File: src/rtl/alu_pkg.sv
// Shared adder-arbiter definitions: datapath width, arbiter FSM states, result payload.
// Pure declarations; no timing or backpressure behaviour of its own.
package alu_pkg;

    localparam int ADDER_W         = 64;
    localparam int DEFAULT_NUM_REQ = 4;

    typedef enum logic {
        ARB_IDLE   = 1'b0,
        ARB_LOCKED = 1'b1
    } arb_state_e;

    typedef struct packed {
        logic [ADDER_W-1:0] result;
        logic               carry_out;
        logic               last;
    } rsp_dat_t;

endpackage

File: src/rtl/adder64_if.sv
// Operand/result bundle between the arbiter and its single shared adder.
// Purely combinational connection; no latency and no flow control.
interface adder64_if;

    logic [alu_pkg::ADDER_W-1:0] a;
    logic [alu_pkg::ADDER_W-1:0] b;
    logic                        cin;
    logic [alu_pkg::ADDER_W-1:0] sum;
    logic                        cout;

    modport dut (input a, b, cin, output sum, cout);

endinterface

File: src/rtl/adder64.sv
// Combinational 64-bit adder with carry in/out: {cout, sum} = a + b + cin.
// Zero latency; no backpressure, the result follows the operands.
module adder64 (
    adder64_if.dut add_if
);
    import alu_pkg::*;

    assign {add_if.cout, add_if.sum} = (ADDER_W+1)'(add_if.a) + (ADDER_W+1)'(add_if.b)
                                     + (ADDER_W+1)'(add_if.cin);

endmodule

File: src/rtl/add64_arbiter.sv
// Round-robin arbiter sharing one 64-bit adder among NUM_REQ requesters, with chain locking; one-cycle registered result.
// Accepts a beat only when the result register is empty or draining that cycle; the holder of a chain lock blocks everyone else.
module add64_arbiter
    import alu_pkg::*;
#(
    parameter int NUM_REQ = DEFAULT_NUM_REQ,
    parameter int IDW     = $clog2(NUM_REQ)
) (
    input  logic                            clk,
    input  logic                            rst_n,
    input  logic [NUM_REQ-1:0]              req_valid,
    output logic [NUM_REQ-1:0]              req_ready,
    input  logic [NUM_REQ-1:0][ADDER_W-1:0] req_op1,
    input  logic [NUM_REQ-1:0][ADDER_W-1:0] req_op2,
    input  logic [NUM_REQ-1:0]              req_carry_in,
    input  logic [NUM_REQ-1:0]              req_chain,
    output logic                            rsp_valid,
    input  logic                            rsp_ready,
    output logic [IDW-1:0]                  rsp_id,
    output logic [ADDER_W-1:0]              rsp_result,
    output logic                            rsp_carry_out,
    output logic                            rsp_last,
    output logic                            busy
);

    arb_state_e     state_q, state_d;
    logic [IDW-1:0] lock_id_q, lock_id_d;
    logic [IDW-1:0] rr_ptr_q, rr_ptr_d;
    logic           carry_q, carry_d;
    logic           rsp_valid_q, rsp_valid_d;
    logic [IDW-1:0] rsp_id_q, rsp_id_d;
    rsp_dat_t       rsp_q, rsp_d;

    logic           gnt_vld;
    logic [IDW-1:0] gnt_id;
    logic [IDW:0]   cand;
    logic           out_free;
    logic           accept;

    adder64_if add_if ();
    adder64 u_adder64 (.add_if(add_if));

    // A locked chain owner is the only candidate; otherwise scan upward from rr_ptr with wrap.
    always_comb begin
        gnt_vld = 1'b0;
        gnt_id  = '0;
        cand    = '0;
        if (state_q == ARB_LOCKED) begin
            gnt_vld = req_valid[lock_id_q];
            gnt_id  = lock_id_q;
        end else begin
            for (int i = 0; i < NUM_REQ; i++) begin
                cand = {1'b0, rr_ptr_q} + (IDW+1)'(i);
                if (cand >= (IDW+1)'(NUM_REQ)) begin
                    cand = cand - (IDW+1)'(NUM_REQ);
                end
                if (!gnt_vld && req_valid[cand[IDW-1:0]]) begin
                    gnt_vld = 1'b1;
                    gnt_id  = cand[IDW-1:0];
                end
            end
        end
    end

    assign out_free = !rsp_valid_q || rsp_ready;
    assign accept   = rst_n && gnt_vld && out_free;

    always_comb begin
        req_ready = '0;
        if (accept) begin
            req_ready[gnt_id] = 1'b1;
        end
    end

    assign add_if.a   = req_op1[gnt_id];
    assign add_if.b   = req_op2[gnt_id];
    assign add_if.cin = (state_q == ARB_LOCKED) ? carry_q : req_carry_in[gnt_id];

    always_comb begin
        state_d     = state_q;
        lock_id_d   = lock_id_q;
        rr_ptr_d    = rr_ptr_q;
        carry_d     = carry_q;
        rsp_valid_d = rsp_valid_q;
        rsp_id_d    = rsp_id_q;
        rsp_d       = rsp_q;
        if (accept) begin
            rsp_valid_d      = 1'b1;
            rsp_id_d         = gnt_id;
            rsp_d.result     = add_if.sum;
            rsp_d.carry_out  = add_if.cout;
            rsp_d.last       = !req_chain[gnt_id];
            carry_d          = add_if.cout;
            if (req_chain[gnt_id]) begin
                state_d   = ARB_LOCKED;
                lock_id_d = gnt_id;
            end else begin
                state_d  = ARB_IDLE;
                // Fairness only advances once a whole operation (chain) completes.
                rr_ptr_d = (gnt_id == IDW'(NUM_REQ-1)) ? '0 : gnt_id + IDW'(1);
            end
        end else if (rsp_ready) begin
            rsp_valid_d = 1'b0;
        end
    end

    always_ff @(posedge clk) begin
        if (!rst_n) begin
            state_q     <= ARB_IDLE;
            lock_id_q   <= '0;
            rr_ptr_q    <= '0;
            carry_q     <= 1'b0;
            rsp_valid_q <= 1'b0;
            rsp_id_q    <= '0;
            rsp_q       <= '0;
        end else begin
            state_q     <= state_d;
            lock_id_q   <= lock_id_d;
            rr_ptr_q    <= rr_ptr_d;
            carry_q     <= carry_d;
            rsp_valid_q <= rsp_valid_d;
            rsp_id_q    <= rsp_id_d;
            rsp_q       <= rsp_d;
        end
    end

    assign rsp_valid     = rsp_valid_q;
    assign rsp_id        = rsp_id_q;
    assign rsp_result    = rsp_q.result;
    assign rsp_carry_out = rsp_q.carry_out;
    assign rsp_last      = rsp_q.last;
    assign busy          = (state_q == ARB_LOCKED) || rsp_valid_q;

endmodule

File: config.mk
export PLATFORM = sky130hd
export DESIGN_NAME = add64_arbiter
export DESIGN_NICKNAME = d
export VERILOG_FILES = /design/src/rtl/alu_pkg.sv /design/src/rtl/adder64_if.sv /design/src/rtl/adder64.sv /design/src/rtl/add64_arbiter.sv
export SDC_FILE = /design/constraint.sdc
export NUM_CORES = 1
export LEC_CHECK = 0
export CAP_MARGIN = 20
export CORE_AREA = 8 8 225 227
export CTS_CLUSTER_DIAMETER = 40
export CTS_CLUSTER_SIZE = 40
export DETAILED_ROUTE_END_ITERATION = 10
export DIE_AREA = 0 0 233 235
export PLACE_DENSITY_LB_ADDON = 0.12
export SLEW_MARGIN = 20
export SYNTH_ARGS = -nofsm -noshare
export SYNTH_HDL_FRONTEND = slang
export SYNTH_SLANG_ARGS = --single-unit
File: constraint.sdc
create_clock -name clk -period 10.26 [get_ports clk]
set_clock_uncertainty 0.15 [all_clocks]
set_input_delay 1.539 -clock clk [delete_from_list [all_inputs] [get_ports clk]]
set_output_delay 1.539 -clock clk [all_outputs]
set_load 0.02 [all_outputs]
* After elaboration in Yosys (flattened, before gate mapping) *
Cells that the tools add are included.
W data, S select, Z words.

storage, ports and cells
  logic and storage cells = 94
  input port bits = 527
  output and inout port bits = 74
  bits in registers = 74

cells by class
  $lt $le $gt $ge = 11
  reductions and logical operators = 16
  bitwise logic cells = 1
  eq/ne operators = 1
  add/sub/neg operators = 10
  mux-type cells = 47

operators with widths
  operator               number
  $bmux W64 S2           2
  $mux W64               2
  $add A64 B64 Y65       1
  $add A65 B1 Y65        1
  $mux W2                14
  $mux W1                20
  $lt A2 B3 Y1 const B   6
  $bmux W1 S2            7
  $ge A3 B3 Y1 const B   3
  $sub A2 B1 Y2 const B  4
  $add A2 B2 Y3 const B  2
  $logic_and A1 B1 Y1    6
  $logic_not A1 Y1       5
  $mux W4                1
  $reduce_and A2 Y1      2
  $add A2 B1 Y3 const B  1
  $ge A2 B3 Y1 const B   1
  $add A2 B1 Y2 const B  1
  $demux W1 S2           1
  $eq A2 B2 Y1 const B   1
  $ge A2 B1 Y1 const B   1
  $logic_or A1 B1 Y1     2
  $reduce_bool A2 Y1     1
  $not A1 Y1             1

* Depth between registers and ports, before layout *
  depth after elaboration = 24
  mapped depth = 25
  depth with buffers taken out = 22

* Hierarchy *
A second synthesis with hierarchy kept.

second synthesis, totals
  cell total of the unflattened synthesis = 1503
  area, all modules = 11144.4 um^2

modules (own cells, without submodules)
  module         times used  seq. area each (um^2)  area an instance (um^2)  cells an instance
  add64_arbiter  1           1481.4                 7319.5                   936
  adder64        1           0.0                    3824.9                   567

* Least setup slack after synthesis *
OpenSTA, ideal clock, no wires.

  path kind = input port to flip-flop
  start point = input port req_valid[0]
  end point = register rsp_q (netlist bit rsp_result[60])
  setup slack = 4.132 ns
  path buffers = 4
  required time = 9.990 ns
  data arrival time = 5.859 ns
  library setup time = 0.120 ns
  stages = 25
  cells stage by stage = a21oi_1 -> o21a_1 -> o22ai_1 -> o21a_1 -> clkbuf_1 -> inv_2 -> clkbuf_1 -> clkbuf_1 -> nand2_1 -> nand3_1 -> o21ai_0 -> fa_1 -> inv_1 -> fa_1 -> a211oi_1 -> o21ai_1 -> o21ai_1 -> a21oi_1 -> o21ai_2 -> a2111oi_4 -> o211ai_2 -> and2_4 -> buf_6 -> o2111a_1 -> a211o_1

between the ends
  cells in the longest elaborated chain, start to end = 20
  elaborated cells on any way between the ends = 40
  those cells by class = 2 x add/sub; 30 x mux; 8 x reduce/logical

RTL lines
  element                                                       RTL line                           text
  start, declared                                               add64_arbiter.sv:11                input logic [NUM_REQ-1:0] req_valid,
  $bmux W1 S2                                                   add64_arbiter.sv:57                if (!gnt_vld && req_valid[cand[IDW-1:0]]) begin
  $mux W1 (implied by the code)                                 add64_arbiter.sv:57
  $mux W1                                                       add64_arbiter.sv:57
  $mux W1                                                       add64_arbiter.sv:48                if (state_q == ARB_LOCKED) begin
  $logic_not A1 Y1                                              add64_arbiter.sv:57
  $logic_and A1 B1 Y1                                           add64_arbiter.sv:57
  $mux W1                                                       add64_arbiter.sv:57
  $mux W1                                                       add64_arbiter.sv:48
  [4 not listed]                                                n/a
  $logic_not A1 Y1                                              add64_arbiter.sv:57
  $logic_and A1 B1 Y1                                           add64_arbiter.sv:57
  $mux W2                                                       add64_arbiter.sv:57
  $mux W2                                                       add64_arbiter.sv:48
  $bmux W64 S2, or another cell as far along                    add64_arbiter.sv:75                assign add_if.a = req_op1[gnt_id];
  $mux W64 (implied by the code), or another cell as far along  add64_arbiter.sv:75
  $add A64 B64 Y65 or $mux W1 (tied branches)                   adder64.sv:8, add64_arbiter.sv:77
  $add A65 B1 Y65                                               adder64.sv:9                       + (ADDER_W+1)'(add_if.cin);
  end signal, assigned                                          add64_arbiter.sv:123               rsp_q <= rsp_d;
  end, declared                                                 add64_arbiter.sv:32                rsp_dat_t rsp_q, rsp_d;

Parallel ways exist; a longest one is shown, timed or not. The select of a mux whose other input is x is not followed.
A chain may end at the register's enable or synchronous reset.

* Worst setup path after layout *
Same ends and word-level chain as after synthesis.

==> impl_metrics.env <==
export IMPL_outcome="finished clean"
export IMPL_whs_ns=0.299
export IMPL_clockRootBuffer="sky130_fd_sc_hd__clkbuf_16"
export IMPL_die_w_um=233
export IMPL_final_seq_area_sq_um=1480
export IMPL_grt_pass1_wl_mm=86.5
export IMPL_clock_insertion_delay_worst_skew_ns=0.34
export IMPL_top_level_ports=601
export IMPL_hold_class="flop to flop"
export IMPL_post_synth_cell_area_avg_sq_um=6.05
export IMPL_yosys_register_bits=74
export IMPL_die_area_sq_um=54800
export IMPL_synth_top_area_cell="sky130_fd_sc_hd__nand2_1"
export IMPL_fmax_ghz=0.130
export IMPL_place_detailed_instances=2828
export IMPL_synth_commonest_cells="sky130_fd_sc_hd__nand2_1, sky130_fd_sc_hd__a31oi_1, sky130_fd_sc_hd__and3_1, sky130_fd_sc_hd__a21oi_1, sky130_fd_sc_hd__clkbuf_1"
export IMPL_track_usage_pct=20.0
export IMPL_destination_of_the_worst_register_to_register_timing_path="rsp_result[60]$_SDFFE_PN0P_"
export IMPL_multiInputGateArea_sq_um=8340
export IMPL_via_count=14100
export IMPL_crit_path_capture="rsp_result[60]$_SDFFE_PN0P_"
export IMPL_via_count_normalized_by_instance_count=4.96
export IMPL_wl_per_cell_um=20.6
export IMPL_finalNonFillerCells=2845
export IMPL_standard_cell_rows=80
export IMPL_numPortBuffers=600
export IMPL_globalplace_congestion=0.848
export IMPL_synthesis_yosys_warnings=0
export IMPL_crit_required_ns=10.34
export IMPL_setup_violations_final=0
export IMPL_cts_tree="yes"
export IMPL_initial_core_util_pct=22.2
export IMPL_post_cts_setup_buffers=0
export IMPL_remaining_drc_errors=0
export IMPL_finalHoldViolations=0
export IMPL_synth_cell_type_count=82
export IMPL_asyncSetResetFlopFracSynth_pct=0
export IMPL_drt_pass1_iter_count=5
export IMPL_critical_path_peak_fanout=99
export IMPL_cts_htree_levels=3
export IMPL_reg2reg_setup_slack_ns=3.93
export IMPL_proportion_of_netlist_area_held_by_the_largest_area_contributor_pct=23.0
export IMPL_critical_path_startpoint_type="input port"
export IMPL_finalCoreUtilization_pct=36.2
export IMPL_grt_max_degree=160
export IMPL_worstSetupPathType="input port to flop"
export IMPL_yosys_most_used_dff="sky130_fd_sc_hd__dfxtp_1"
export IMPL_crit_arrival_ns=7.76
export IMPL_final_period_utilization_pct=74.8
export IMPL_finalSetupTns_ns=0
export IMPL_fillers=5159
export IMPL_drtAntennaViolNets=0
export IMPL_critical_path_reg2reg_startpoint="rr_ptr_q[1]$_SDFFE_PN0P_"
export IMPL_flow_area_growth_from_synthesis_pct=63.4
export IMPL_synth_area_sq_um=10500
export IMPL_netlist_top_cells_area="sky130_fd_sc_hd__nand2_1, sky130_fd_sc_hd__dfxtp_1, sky130_fd_sc_hd__a31oi_1"
export IMPL_detailedPlacementHpwl_mm=47.3
export IMPL_cts_hold_fix_buffers=0
export IMPL_timing_max_transition_violations_final=0
export IMPL_synthesis_instances=1729
export IMPL_die_h_um=235
export IMPL_critical_path_endpoint_type="flop"
export IMPL_rsz0062_at_grt="false"
export IMPL_leakage_nw=7.19
export IMPL_cts_max_path_buffers=2
export IMPL_critPathLaunch="req_valid[0]"
export IMPL_most_instantiated_library_cell_after_synthesis="sky130_fd_sc_hd__nand2_1"
export IMPL_clock_sinks=74
export IMPL_synth_enable_flop_cells=0
export IMPL_drt_first_iter_violations=758
export IMPL_total_power_mw=3.01
export IMPL_power_per_cell_area_nw_per_um2=176
export IMPL_wirelength_mm=58.6
export IMPL_synth_nets=2325
export IMPL_slew_headroom_pct=24.9
export IMPL_first_global_vias=14300
export IMPL_grt_antenna_before_repair=1
export IMPL_vdd_ir_drop_worst_uv=64.5
export IMPL_worst_slew_pin_transition_ns=1.13
export IMPL_clk_pin_slew_ns=0.06
export IMPL_maxCapViolations=0
export IMPL_numCtsBuffers=9
export IMPL_synth_sequential_area_ratio_pct=14.2
export IMPL_fin_nets=2820
export IMPL_core_sq_um=47100
export IMPL_r2r_cells=21
export IMPL_final_min_clock_period_ns=7.68
export IMPL_cts_resized_gates=0
export IMPL_gr_total_overflow=0
export IMPL_post_route_cells_drive_above_1_share_pct=2.60
worst min-delay path by stage:
stage / from / end / slack [ns] / cells past startpoint
6_report: rsp_result[24]$_SDFFE_PN0P_ / rsp_result[24]$_SDFFE_PN0P_ / 0.30 / 2
5_1_grt: rsp_result[50]$_SDFFE_PN0P_ / rsp_result[50]$_SDFFE_PN0P_ / 0.32 / 2
4_1_cts: rsp_result[19]$_SDFFE_PN0P_ / rsp_result[19]$_SDFFE_PN0P_ / 0.30 / 2
3_5_place_dp: rsp_result[19]$_SDFFE_PN0P_ / rsp_result[19]$_SDFFE_PN0P_ / 0.29 / 2
3_3_place_gp: rsp_result[10]$_SDFFE_PN0P_ / rsp_result[10]$_SDFFE_PN0P_ / 0.29 / 2
2_1_floorplan: lock_id_q[1]$_SDFFE_PN0P_ / lock_id_q[1]$_SDFFE_PN0P_ / 0.33 / 2
cell type report:
class                      instances  share of cell area [%]
multi-input combinational       1502                    48.8
timing repair buffer             614                    35.7
sequential                        74                    8.67
tap                              615                    4.50
clock buffer                      10                    1.34
inverter                          23                   0.564
clock inverter                     6                   0.381
antenna                            1                  0.0146
flip-flops by register name, summed over array words and instances (netlist names):
register	flops
rsp_last	1
rsp_valid	1
rr_ptr_q	2
rsp_id	2
state_q	1
rsp_result	64
rsp_carry_out	1
lock_id_q	2
cells in the final DEF (no fill, tap or decap), types with 5 or more instances in the layout:
cell,n
sky130_fd_sc_hd__a211oi_1,8
sky130_fd_sc_hd__a21o_1,36
sky130_fd_sc_hd__a21oi_1,124
sky130_fd_sc_hd__a31oi_1,134
sky130_fd_sc_hd__a41oi_1,5
sky130_fd_sc_hd__and2_1,10
sky130_fd_sc_hd__and3_1,132
sky130_fd_sc_hd__buf_4,14
sky130_fd_sc_hd__clkbuf_16,9
sky130_fd_sc_hd__clkdlybuf4s50_1,599
sky130_fd_sc_hd__dfxtp_1,74
sky130_fd_sc_hd__ha_1,67
sky130_fd_sc_hd__inv_1,20
sky130_fd_sc_hd__mux2i_1,6
sky130_fd_sc_hd__nand2_1,642
sky130_fd_sc_hd__nand2b_1,6
sky130_fd_sc_hd__nand3_1,32
sky130_fd_sc_hd__nand4_1,15
sky130_fd_sc_hd__nor2_1,48
sky130_fd_sc_hd__nor3_1,12
sky130_fd_sc_hd__o211ai_1,9
sky130_fd_sc_hd__o21a_1,15
sky130_fd_sc_hd__o21ai_0,51
sky130_fd_sc_hd__o21bai_1,7
sky130_fd_sc_hd__o22ai_1,5
sky130_fd_sc_hd__xnor2_1,25
sky130_fd_sc_hd__xor2_1,24
where the power goes:
| group | total, mW | internal [mW] | switching, mW |
|---|---|---|---|
| clock network | 0.326 | 0.189 | 0.137 |
| registers | 0.426 | 0.376 | 0.0496 |
| logic | 2.26 | 0.966 | 1.29 |
cell families after synthesis:
group	count (synthesis)	synth area share, %
AND/OR/NAND/NOR	932	39.1
AO/OA/AOI/OAI	444	27.0
buffers and inverters	153	6.37
flip-flops	74	14.2
adder cells (fa/ha/maj)	69	8.40
XOR/XNOR	49	4.10
multiplexers	8	0.897
layer usage:
metal | vias to the layer above | share of wire (%) | global-route usage (%)
li1 | 7042 | - | -
met1 | 6551 | 41 | 22.8
met2 | 474 | 50 | 36.7
met3 | 48 | 7.3 | 5.25
met4 | 0 | 1.9 | 4.29
met5 | - | 0 | 0
metrics by stage:
| step | instance area, sq um | setup slack (ns) |
|---|---|---|
| final | 17100 | 2.58 |
| after global routing | 17100 | 2.14 |
| after CTS | 17100 | 2.55 |
| after detailed placement | 16800 | 2.20 |
| after global placement | 16800 | 2.25 |
| after floorplan | 10500 | 4.13 |
worst max-delay path: stages:
cell	delay (ns)
sky130_fd_sc_hd__clkdlybuf4s50_1	0.58
sky130_fd_sc_hd__a21oi_1	0.10
sky130_fd_sc_hd__o21a_1	0.18
sky130_fd_sc_hd__o22ai_1	0.19
sky130_fd_sc_hd__o21a_4	0.58
sky130_fd_sc_hd__buf_4	0.86
sky130_fd_sc_hd__nand2_1	0.13
sky130_fd_sc_hd__nand3_1	0.12
sky130_fd_sc_hd__o21ai_0	0.12
sky130_fd_sc_hd__fa_1	0.45
sky130_fd_sc_hd__inv_1	0.08
sky130_fd_sc_hd__fa_1	0.21
sky130_fd_sc_hd__a211oi_1	0.10
sky130_fd_sc_hd__o21ai_1	0.33
sky130_fd_sc_hd__o21ai_1	0.15
sky130_fd_sc_hd__a21oi_1	0.28
sky130_fd_sc_hd__o21ai_2	0.19
sky130_fd_sc_hd__a2111oi_4	0.51
sky130_fd_sc_hd__o211ai_2	0.17
sky130_fd_sc_hd__and2_4	0.22
sky130_fd_sc_hd__o2111a_1	0.25
sky130_fd_sc_hd__a211o_1	0.26
(Power assumes the default switching activity.)
